--- src/rtl/frame_buffer_byte_streamer_if.sv ---
// Byte-streamer bus: RAM read port, R/G/B byte handshake, and frame control.
interface frame_buffer_byte_streamer_if #(
  parameter int unsigned ADDR_W = 15
);
  logic              start;
  logic              busy;
  logic [ADDR_W-1:0] read_address;
  logic [23:0]       output_q;
  logic [7:0]        data_in;
  logic              data_in_valid;
  logic              data_accepted;
  logic              data_end;

  modport master (
    input  start, output_q, data_accepted,
    output busy, read_address, data_in, data_in_valid, data_end
  );

  modport slave (
    output start, output_q, data_accepted,
    input  busy, read_address, data_in, data_in_valid, data_end
  );
endinterface

--- src/rtl/frame_buffer_byte_streamer.sv ---
// Reads one captured frame from the RAM read port and streams it as R,G,B bytes.
// Optional FRAME_HEADER_EN prepends a 3-byte header ('F', pixel count hi, lo).
module frame_buffer_byte_streamer #(
  parameter int unsigned FRAME_PIXELS = 19200,
  parameter int unsigned ADDR_W       = 15,
  parameter int unsigned RD_LATENCY   = 2
) (
  input  logic                         read_clk,
  input  logic                         reset,
  frame_buffer_byte_streamer_if.master bus
);

  localparam int unsigned LAT_W = 2;
  localparam logic [ADDR_W-1:0] LAST_PIX = ADDR_W'(FRAME_PIXELS - 1);
  localparam logic [LAT_W-1:0]  LAT_INIT = LAT_W'(RD_LATENCY - 1);
  localparam logic [15:0]       FP16     = 16'(FRAME_PIXELS);

  typedef enum logic [2:0] {
    S_IDLE, S_FETCH, S_WAIT, S_BYTE_R, S_BYTE_G, S_BYTE_B, S_END, S_HEADER
  } state_t;

  state_t            state;
  logic [ADDR_W-1:0] pix_cnt;
  logic [ADDR_W-1:0] rd_addr;
  logic [LAT_W-1:0]  lat_cnt;
  logic [15:0]       pixel_gb;
  logic [7:0]        byte_q;
  logic              valid_q;
  logic              end_q;
  logic              busy_q;
`ifdef FRAME_HEADER_EN
  logic [1:0]        hdr_idx;
`endif

  // Address is set on entry to FETCH so it is already stable during FETCH and WAIT.
  always_ff @(posedge read_clk or negedge reset) begin
    if (!reset) begin
      state    <= S_IDLE;
      pix_cnt  <= '0;
      rd_addr  <= '0;
      lat_cnt  <= '0;
      pixel_gb <= '0;
      byte_q   <= '0;
      valid_q  <= 1'b0;
      end_q    <= 1'b0;
      busy_q   <= 1'b0;
`ifdef FRAME_HEADER_EN
      hdr_idx  <= '0;
`endif
    end else begin
      end_q <= 1'b0;
      case (state)
        S_IDLE: begin
          if (bus.start) begin
            pix_cnt <= '0;
            rd_addr <= '0;
            busy_q  <= 1'b1;
`ifdef FRAME_HEADER_EN
            hdr_idx <= '0;
            byte_q  <= 8'h46;
            valid_q <= 1'b1;
            state   <= S_HEADER;
`else
            state   <= S_FETCH;
`endif
          end
        end
`ifdef FRAME_HEADER_EN
        S_HEADER: begin
          if (bus.data_accepted) begin
            case (hdr_idx)
              2'd0: begin
                byte_q  <= FP16[15:8];
                hdr_idx <= 2'd1;
              end
              2'd1: begin
                byte_q  <= FP16[7:0];
                hdr_idx <= 2'd2;
              end
              default: begin
                valid_q <= 1'b0;
                state   <= S_FETCH;
              end
            endcase
          end
        end
`endif
        S_FETCH: begin
          lat_cnt <= LAT_INIT;
          state   <= S_WAIT;
        end
        S_WAIT: begin
          if (lat_cnt == '0) begin
            pixel_gb <= bus.output_q[15:0];
            byte_q   <= bus.output_q[23:16];
            valid_q  <= 1'b1;
            state    <= S_BYTE_R;
          end else begin
            lat_cnt <= lat_cnt - 1'b1;
          end
        end
        S_BYTE_R: begin
          if (bus.data_accepted) begin
            byte_q <= pixel_gb[15:8];
            state  <= S_BYTE_G;
          end
        end
        S_BYTE_G: begin
          if (bus.data_accepted) begin
            byte_q <= pixel_gb[7:0];
            state  <= S_BYTE_B;
          end
        end
        S_BYTE_B: begin
          if (bus.data_accepted) begin
            valid_q <= 1'b0;
            // Terminal compare precedes the increment, so the counter never wraps.
            if (pix_cnt == LAST_PIX) begin
              end_q   <= 1'b1;
              rd_addr <= '0;
              state   <= S_END;
            end else begin
              pix_cnt <= pix_cnt + 1'b1;
              rd_addr <= pix_cnt + 1'b1;
              state   <= S_FETCH;
            end
          end
        end
        S_END: begin
          busy_q <= 1'b0;
          state  <= S_IDLE;
        end
        default: begin
          valid_q <= 1'b0;
          busy_q  <= 1'b0;
          rd_addr <= '0;
          state   <= S_IDLE;
        end
      endcase
    end
  end

  assign bus.read_address  = rd_addr;
  assign bus.data_in       = byte_q;
  assign bus.data_in_valid = valid_q;
  assign bus.data_end      = end_q;
  assign bus.busy          = busy_q;

endmodule

--- src/flat_wrapper.sv ---
// flat-port wrapper written by rule: the top's interface ports become plain ports
module frame_buffer_byte_streamer_flat 
#(
  parameter int unsigned FRAME_PIXELS = 19200,
  parameter int unsigned ADDR_W       = 15,
  parameter int unsigned RD_LATENCY   = 2
)
  (read_clk, reset, bus_start, bus_output_q, bus_data_accepted, bus_busy, bus_read_address, bus_data_in, bus_data_in_valid, bus_data_end);
  frame_buffer_byte_streamer_if #(.ADDR_W(ADDR_W)) bus_i ();
  input  logic read_clk;
  input  logic reset;
  input wire logic [$bits(bus_i.start)-1:0] bus_start;
  input wire logic [$bits(bus_i.output_q)-1:0] bus_output_q;
  input wire logic [$bits(bus_i.data_accepted)-1:0] bus_data_accepted;
  output wire logic [$bits(bus_i.busy)-1:0] bus_busy;
  output wire logic [$bits(bus_i.read_address)-1:0] bus_read_address;
  output wire logic [$bits(bus_i.data_in)-1:0] bus_data_in;
  output wire logic [$bits(bus_i.data_in_valid)-1:0] bus_data_in_valid;
  output wire logic [$bits(bus_i.data_end)-1:0] bus_data_end;
  assign bus_i.start = bus_start;
  assign bus_i.output_q = bus_output_q;
  assign bus_i.data_accepted = bus_data_accepted;
  assign bus_busy = bus_i.busy;
  assign bus_read_address = bus_i.read_address;
  assign bus_data_in = bus_i.data_in;
  assign bus_data_in_valid = bus_i.data_in_valid;
  assign bus_data_end = bus_i.data_end;
  frame_buffer_byte_streamer #(.FRAME_PIXELS(FRAME_PIXELS), .ADDR_W(ADDR_W), .RD_LATENCY(RD_LATENCY)) u_core (.read_clk(read_clk), .reset(reset), .bus(bus_i));
endmodule
--- config.mk ---
export PLATFORM = sky130hd
export DESIGN_NAME = frame_buffer_byte_streamer_flat
export DESIGN_NICKNAME = d
export VERILOG_FILES = /design/src/rtl/frame_buffer_byte_streamer_if.sv /design/src/rtl/frame_buffer_byte_streamer.sv /design/src/flat_wrapper.sv
export SDC_FILE = /design/constraint.sdc
export NUM_CORES = 1
export LEC_CHECK = 0
export ABC_AREA = 1
export CAP_MARGIN = 5
export CELL_PAD_IN_SITES_DETAIL_PLACEMENT = 0
export CELL_PAD_IN_SITES_GLOBAL_PLACEMENT = 2
export CORE_MARGIN = 5
export CORE_UTILIZATION = 33
export DETAILED_ROUTE_END_ITERATION = 16
export GPL_TIMING_DRIVEN = 0
export HOLD_SLACK_MARGIN = 0.05
export MAX_ROUTING_LAYER = met4
export PLACE_DENSITY = 0.81
export SLEW_MARGIN = 10
export SYNTH_ARGS = -nofsm -noshare
export SYNTH_HDL_FRONTEND = slang
export SYNTH_SLANG_ARGS = --single-unit
--- constraint.sdc ---
create_clock -name read_clk -period 4.3 [get_ports read_clk]
set_input_delay 0.86 -clock read_clk [delete_from_list [all_inputs] [get_ports read_clk]]
set_output_delay 0.86 -clock read_clk [all_outputs]
set_load 0.005 [all_outputs]
==> reports/metrics.cfg, run 1 <==
[status]
outcome = finished, final reports clean

[global_route]
grt_use_total_pct = 14.1
overflow = 0
antenna_found_initial = 0
grt_max_degree = 63
grt_pass1_wl_mm = 12.0
grt_pass1_vias = 2438

[worst_setup_path]
path_depth = 1
path_max_fanout = 2
r2r_cells = 10
cp.arrival_ps = 1220
worst_path_max_delay_cell = clkdlybuf4s50_1
endpoint_kind = primary output
start_kind = register
path_delay_family = buffers and inverters
critical_path_required_ps = 3440
path_cells = clkdlybuf4s50_1
critPathBufInv = 1
criticalPathCategory = register to primary output
slowest_delay_ps = 520

[synthesis]
synthCells = 349
synth.area.top_cells = dfrtp_1 (53%), nand2_1 (22%), mux2_2 (5.3%), nand3_1 (3.4%), inv_1 (2.9%)
syn_nets = 379
syn_area_um2 = 2950
yosysWarnings = 0
synth_top_area_cell = dfrtp_1
ys_seq_area_share_pct = 52.6
avgSynthCellArea_um2 = 8.45
ys_ff_latch = 62
synthDominantCellAreaShare_pct = 52.6
synth_cell_types = 28

[timing]
min_period_ps = 2080
final_max_slew_viol_count = 0
finalSetupViolCount = 0
max_slew_margin_pct = 56.4
tightest_slew_ps = 649
finalWorstSetupSlack_ps = 2220
finalHoldViolCount = 0
rsz0062_at_grt = no
setup_tns_ps = 0
fin_crit_sh_pct = 48.4
clock_skew_ps = 7.72
max_clock_freq_mhz = 480

[floorplanning]
start_util_pct = 33.8
die_area_um2 = 10900
die_y_um = 105
fp.coreArea_um2 = 8720
rows = 34
die_x_um = 105
ios = 54

[pwr]
p_per_area_nw_per_um2 = 580
irDropWorstVdd_uv = 229
p_leak_nw = 2.01

[final_layout]
antennaDiodeCount = 0
final_cell_mix = nand2_1 (169), dfrtp_1 (62), clkdlybuf4s50_1 (52), inv_1 (23), nand3_1 (20)
drive_gt1_share_pct = 12.4
finalCoreUtilization_pct = 44.8
fill_cells = 856
regArea_um2 = 1550
nNetsFinal = 444
layout_commonest_cell = nand2_1
multi_input_area_um2 = 1250
syn_to_final_growth_pct = 32.6
stdcell_count = 527

[clock_network]
cts_resized = 0
numCtsBuffers = 9
postCtsSetupRepairBufs = 0
clock_path_buffers = 2
h-tree-depth = 3
path_clk_slew_ps = 80
cts_hold_buf = 0
cts_tree = done
cts-root-buf = clkbuf_8
clk_latency_ps = 340
clock_sink_count = 62

[run]
cap_violations = 0

[drt]
drt_pass1_iterations = 4
drt_iter0_markers = 97
routed_wirelength_mm = 6.99
viasPerCell = 4.54
wl_per_cell_um = 13.3
ant_nets = 0
vias = 2390
drc_errors = 0

[placement]
preCtsSetupSlack_ps = 1850
routabilityCongestion = 0.817
port_buffers = 53
hpwl_mm = 5.00
numPlacedInstances = 511

[min_path]
holdPathStages = 2
hold_class = register to register

==> cells by family after synthesis <==
group                    after synthesis  synth area share (%)
AO/OA/AOI/OAI                          9                  1.83
AND/OR/NAND/NOR                      218                  30.9
adder cells (fa/ha/maj)                2                 0.849
multiplexers                          16                  6.11
XOR/XNOR                               9                  2.67
flip-flops                            62                  52.6
buffers and inverters                 33                  5.05
==> registers in the layout (all words and copies together) (netlist names) <==
signal	flops
u_core.bus.busy	1
u_core.pixel_gb	16
u_core.pix_cnt	15
u_core.bus.data_in_valid	1
u_core.lat_cnt	2
u_core.bus.data_end	1
u_core.bus.data_in	8
u_core.state	3
u_core.bus.read_address	15
==> synthesized netlist by cell type (all sizes together) <==
cell type  number
buf             5
nand4           3
inv            27
a32oi           1
ha              2
o21ai           5
nand3          21
mux2           16
a31oi           1
xor2            7
clkinv          1
xnor2           2
nor2           18
nand3b          1
nand2         172
a21oi           2
dfrtp          62
nor3            3
==> report_power, final <==
part           switching [W]  internal [W]
sequential         0.0000823      0.000734
clock               0.000252      0.000447
combinational       0.000426      0.000327
==> worst paths after layout <==
kind                                           from  slack [ps]                         end
max                        u_core.bus.data_in_valid        2220           bus_data_in_valid
min                           u_core.bus.data_in[1]         480       u_core.bus.data_in[1]
max reg2reg                       u_core.pix_cnt[0]        2550           u_core.pix_cnt[9]
min reg2reg                   u_core.bus.data_in[1]         480       u_core.bus.data_in[1]
max in group asynchronous                     reset        3520  u_core.bus.read_address[6]
min in group asynchronous                     reset         500  u_core.bus.read_address[5]
==> cell type report <==
cell class	instances	area share, %
Clock buffer	9	3.17
Tap cell	108	3.46
Clock inverter	7	3.75
Multi-Input combinational cell	254	31.9
Buffer	5	1.12
Timing Repair Buffer	54	14.2
Inverter	28	2.69
Sequential cell	62	39.7
==> through the flow <==
step / hold slack, ps / area [um2] / total power, W
3_5_place_dp: 467 / 3640 / 0.00161
4_1_cts: 485 / 3910 / 0.00232
3_3_place_gp: 458 / 3610 / 0.00160
2_1_floorplan: 453 / 2950 / 0.00130
5_1_grt: 499 / 3910 / 0.00243
6_report: 479 / 3910 / 0.00227
==> metal layers <==
layer / GRT usage, % / vias up / wire (um) / share of wire (%)
li1: - / 1218 / - / -
met1: 18.6 / 1127 / 3420 / 49
met2: 21.0 / 41 / 3250 / 47
met3: 3.97 / 4 / 251 / 3.6
met4: 4.81 / 0 / 59 / 0.84
met5: - / - / 0 / 0
No activity file was read; power rests on OpenSTA's default activity.
==> run 2, diff against run 1 <==
--- a/config.mk
+++ b/config.mk
@@ -10,12 +10,12 @@
 export CELL_PAD_IN_SITES_DETAIL_PLACEMENT = 0
 export CELL_PAD_IN_SITES_GLOBAL_PLACEMENT = 2
 export CORE_MARGIN = 5
-export CORE_UTILIZATION = 33
+export CORE_UTILIZATION = 28
 export DETAILED_ROUTE_END_ITERATION = 16
 export GPL_TIMING_DRIVEN = 0
 export HOLD_SLACK_MARGIN = 0.05
 export MAX_ROUTING_LAYER = met4
-export PLACE_DENSITY = 0.81
+export PLACE_DENSITY = 0.73
 export SLEW_MARGIN = 10
 export SYNTH_ARGS = -nofsm -noshare
 export SYNTH_HDL_FRONTEND = slang
==> constraint.sdc (replaced) <==
create_clock -name read_clk -period 1.8 [get_ports read_clk]
set_input_delay 0.36 -clock read_clk [delete_from_list [all_inputs] [get_ports read_clk]]
set_output_delay 0.36 -clock read_clk [all_outputs]
set_load 0.005 [all_outputs]
==> run 2 against run 1 <==
Die area up 16%. Clock skew down 1.2 ps. Critical path depth up 7. Utilization down 6.9 points. Global-route usage down 1.1 points. Register-to-register slack worse by 2400 ps. Worst hold slack worse by 4.0 ps.
==> reports/metrics.cfg, run 2 (synthesized netlist as in run 1, its figures left out) <==
[status]
outcome = finished, final reports clean

[run]
cap_violations = 0

[floorplanning]
ios = 54
die_area_um2 = 12700
die_x_um = 113
fp.coreArea_um2 = 10300
start_util_pct = 28.7
die_y_um = 113
rows = 37

[global_route]
top_usage_layer = met2
use_met3_pct = 2.75
antenna_found_initial = 0
grtUsageMet1_pct = 17.1
grt_pass1_vias = 2464
grt_pass1_wl_mm = 12.7
overflow = 0
grt_use_total_pct = 13.0
grt_max_degree = 33
grt.met2_usage_pct = 20.1

[worst_setup_path]
start_kind = register
cp.arrival_ps = 1930
critPathLaunch = u_core.state[2]
endpoint_kind = register
path_max_fanout = 8
critical_path_required_ps = 2080
r2r_start = u_core.state[2]
criticalPathCategory = register to register

[final_layout]
finalCoreUtilization_pct = 37.9
largest_reg_flops = 16
final_area_um2 = 3900
layout_commonest_cell = nand2_1
final_cell_mix = nand2_1 (169), dfrtp_1 (62), clkdlybuf4s50_1 (52), inv_1 (23), nand3_1 (19)
regArea_um2 = 1550
multi_input_area_um2 = 1280
antennaDiodeCount = 0
syn_to_final_growth_pct = 32.2
fill_cells = 1081
top_register = u_core.pixel_gb
nNetsFinal = 446
drive_gt1_share_pct = 13.3

[clock_network]
h-tree-depth = 3
cts-root-buf = clkbuf_8
clk_latency_ps = 350
path_clk_slew_ps = 80
numCtsBuffers = 9
clock_path_buffers = 2
clock_sink_count = 62
cts_tree = done

[timing]
clock_skew_ps = 6.54
finalHoldViolCount = 0
min_period_ps = 1650
fin_crit_sh_pct = 91.8
final_max_slew_viol_count = 0
finalSetupViolCount = 0
tightest_slew_ps = 632
max_clock_freq_mhz = 605
max_slew_margin_pct = 57.6

[drt]
viasPerCell = 4.32
drt_pass1_iterations = 5
drt_iter0_markers = 79
drc_errors = 0
vias = 2406
ant_nets = 0
routed_wirelength_mm = 7.29
wl_per_cell_um = 13.1

[pwr]
p_leak_nw = 1.97
p_per_area_nw_per_um2 = 1280
power_w = 0.00497
irDropWorstVdd_uv = 433

[placement]
dpl-instance-area_um2 = 3670
hpwl_mm = 5.30
routabilityCongestion = 0.805
port_buffers = 53

[min_path]
hold_class = register to register
hp-start = u_core.bus.data_in[3]

## run 2: path summary, 6_finish.rpt
| path | end | slack [ps] | cells past startpoint |
|---|---|---|---|
| max | u_core.state[2] | 150 | 8 |
| min | u_core.bus.data_in[3] | 480 | 2 |
| max reg2reg | u_core.state[2] | 150 | 8 |
| min reg2reg | u_core.bus.data_in[3] | 480 | 2 |
| max in group asynchronous | u_core.bus.read_address[8] | 810 | 3 |
| min in group asynchronous | u_core.pix_cnt[0] | 490 | 2 |
## run 2: per-stage QoR
step                instances  setup TNS [ps]  setup slack, ps  hold WS, ps
detailed placement        539           -1470            -98.8          329
CTS                       556               0             31.5          477
global placement          538         -113630            -1810          456
global route              557          -0.688           -0.688          498
finish                    557               0              147          475
floorplan                 349               0              359         64.4
## run 2: critical path, cell delays in order (launching register included)
cell	delay, ps
dfrtp_1	440
inv_2	120
nand3_1	160
nand2_1	110
a21oi_1	340
nand2_1	180
inv_1	130
nand2_1	60
nand2_1	60
## run 2: cell type report
cell class	count	share of cell area [%]
plain buffers	5	1.12
flip-flops and latches	62	39.8
repair buffers	56	14.5
clock inverters	7	1.41
well taps	136	4.37
inverters	28	2.79
clock buffers	9	3.18
multi-input cells	254	32.8
## run 2: power by group
part	internal, W	switching, W	leakage, nW	total [W]
Sequential	0.00175	0.000198	0.803	0.00195
Combinational	0.000806	0.00106	1.08	0.00187
Clock	0.000516	0.000636	0.0870	0.00115
## run 2: repair_timing
item	4_1_cts	5_1_grt
hold endpoints to repair	30	0
endpoints found under the setup margin	0	28
hold buffers	1	0
resized for setup	0	7
buffers inserted	0	1
## run 2: metal layers
layer	share of wire [%]	wire, um
met1	48	3480
met2	48	3510
met3	3.1	224
met4	1.1	80
met5	0	0
==> variant, RTL diff (config.mk and constraints of run 2) <==
Compare `pix_cnt` against `LAST_PIX` with >= in place of ==.
--- a/src/rtl/frame_buffer_byte_streamer.sv
+++ b/src/rtl/frame_buffer_byte_streamer.sv
@@ -115,7 +115,7 @@
           if (bus.data_accepted) begin
             valid_q <= 1'b0;
             // Terminal compare precedes the increment, so the counter never wraps.
-            if (pix_cnt == LAST_PIX) begin
+            if (pix_cnt >= LAST_PIX) begin
               end_q   <= 1'b1;
               rd_addr <= '0;
               state   <= S_END;
Formal check against the unedited RTL: no difference found for any inputs over 10 cycles, from zero or initial values and one cycle with reset low; that may be too few to reach the edited logic, so the function may still have changed.
==> variant against run 2 <==
- final area increased by 8.4%
- sequential share of layout area decreased by 3.0 points
- wire length increased by 9.4%
- maximum frequency up 0.25%
- area after synthesis rose by 3.2%
- synthesized cell count rose by 9.5%
- setup slack improved by 4.1 ps
- die area is 2.9% higher
- via count up 12%
- sequential cell count is the same
- total power grew 21%
- largest cell class unchanged
==> variant: results (changes against run 2) <==
| Metric | Value |
|---|---|
| Internal power | `3.843 mW (+25%)` |
| Drt pass-1 iters | `4 (-1)` |
| Filler cells | `1168 (+8.0%)` |
| WL met2 | `3.899 mm (+11%)` |
| P_comb | `2.39 mW (+28%)` |
| Vias in the first global route | `2752 (+12%)` |
| DP Cell Count | `576 (+6.9%)` |
| Max Clock Freq | `606.4 MHz (+0.25%)` |
| Post-placement setup slack | `-229.2 ps (-130.5 ps)` |
| Syn_nets | `412 (+8.7%)` |
| Largest net degree at the start of global routing | `38 (+15%)` |
| Status | `finished clean` |
| Layout cells sized above 1 | `15.77% (+2.5 points)` |
| DR vias/cell | `4.479 (+3.7%)` |
| Hold Path Class | `input pin to async pin` |
| WL per Instance | `13.23 um (+1.1%)` |
| Worst-Margin Slew | `512.2 ps (-119.4 ps)` |
| Clk_skew | `12.30 ps (+5.754 ps)` |
| Final std cells w/o fill | `603 (+8.3%)` |
| Maximum vdd drop | `0.6249 mV (+44%)` |
| Critical Path Fanout Max | `10 (+2)` |
| 1st-iter DRT viols | `83 (+5.1%)` |
| DP Area | `3766 um^2 (+2.7%)` |
| Static Leak | `2.104 nW (+6.6%)` |
| Synth top area cells | `dfrtp_1 51%, nand2_1 16%, inv_1 5.8%` |
variant: worst max-delay path: stages, from the launching register on:
cell	delay, ps
dfrtp_1	440
ha_4	200
nand3_2	120
nor2_4	50
nand2_1	80
nand3_1	130
nor2_4	170
buf_6	160
nand3_1	130
nand2_1	110
variant: logic make-up (layout without fill, tap and decap cells):
family / count (synthesis) / in the layout / synth area share, %
flops: 62 / 62 / 50.99
fa+ha+maj: 2 / 2 / 0.8222
buf+inv: 62 / 143 / 8.429
xor+xnor: 2 / 2 / 0.5758
compound gates: 55 / 55 / 11.72
simple gates: 199 / 199 / 27.47
variant: final cells by class:
type | count | area share [%]
clock buffer | 9 | 2.932
buffer | 10 | 1.658
multi-input combinational | 258 | 30.86
timing repair buffer | 65 | 15.28
clock inverter | 7 | 3.435
sequential | 62 | 36.87
inverter | 52 | 4.827
tap | 140 | 4.146
variant: worst paths after layout:
path	startpoint	end	cells after the start
worst min-delay path	reset	u_core.bus.data_in[6]	2
worst max-delay path	u_core.pix_cnt[0]	u_core.pix_cnt[12]	9
min in group read_clk	u_core.bus.read_address[8]	u_core.bus.read_address[8]	2
worst max register to register	u_core.pix_cnt[0]	u_core.pix_cnt[12]	9
max in group asynchronous	reset	u_core.state[0]	3
worst min register to register	u_core.bus.read_address[8]	u_core.bus.read_address[8]	2
variant: timing repair:
| item | in CTS | in global routing |
|---|---|---|
| gates resized for setup | 5 | 23 |
| hold buffers | 1 | 0 |
| endpoints found under the setup margin | 38 | 40 |
| endpoints found under the hold margin | 25 | 0 |
| cloned | 0 | 0 |
| pin swaps | 4 | 1 |
| setup buffers | 5 | 5 |
variant: layer usage:
metal  track usage [%]  up-vias
met5                 -        -
met4             3.800        0
met3             3.013       11
met2             22.13       53
met1             16.94     1269
li1                  -     1368
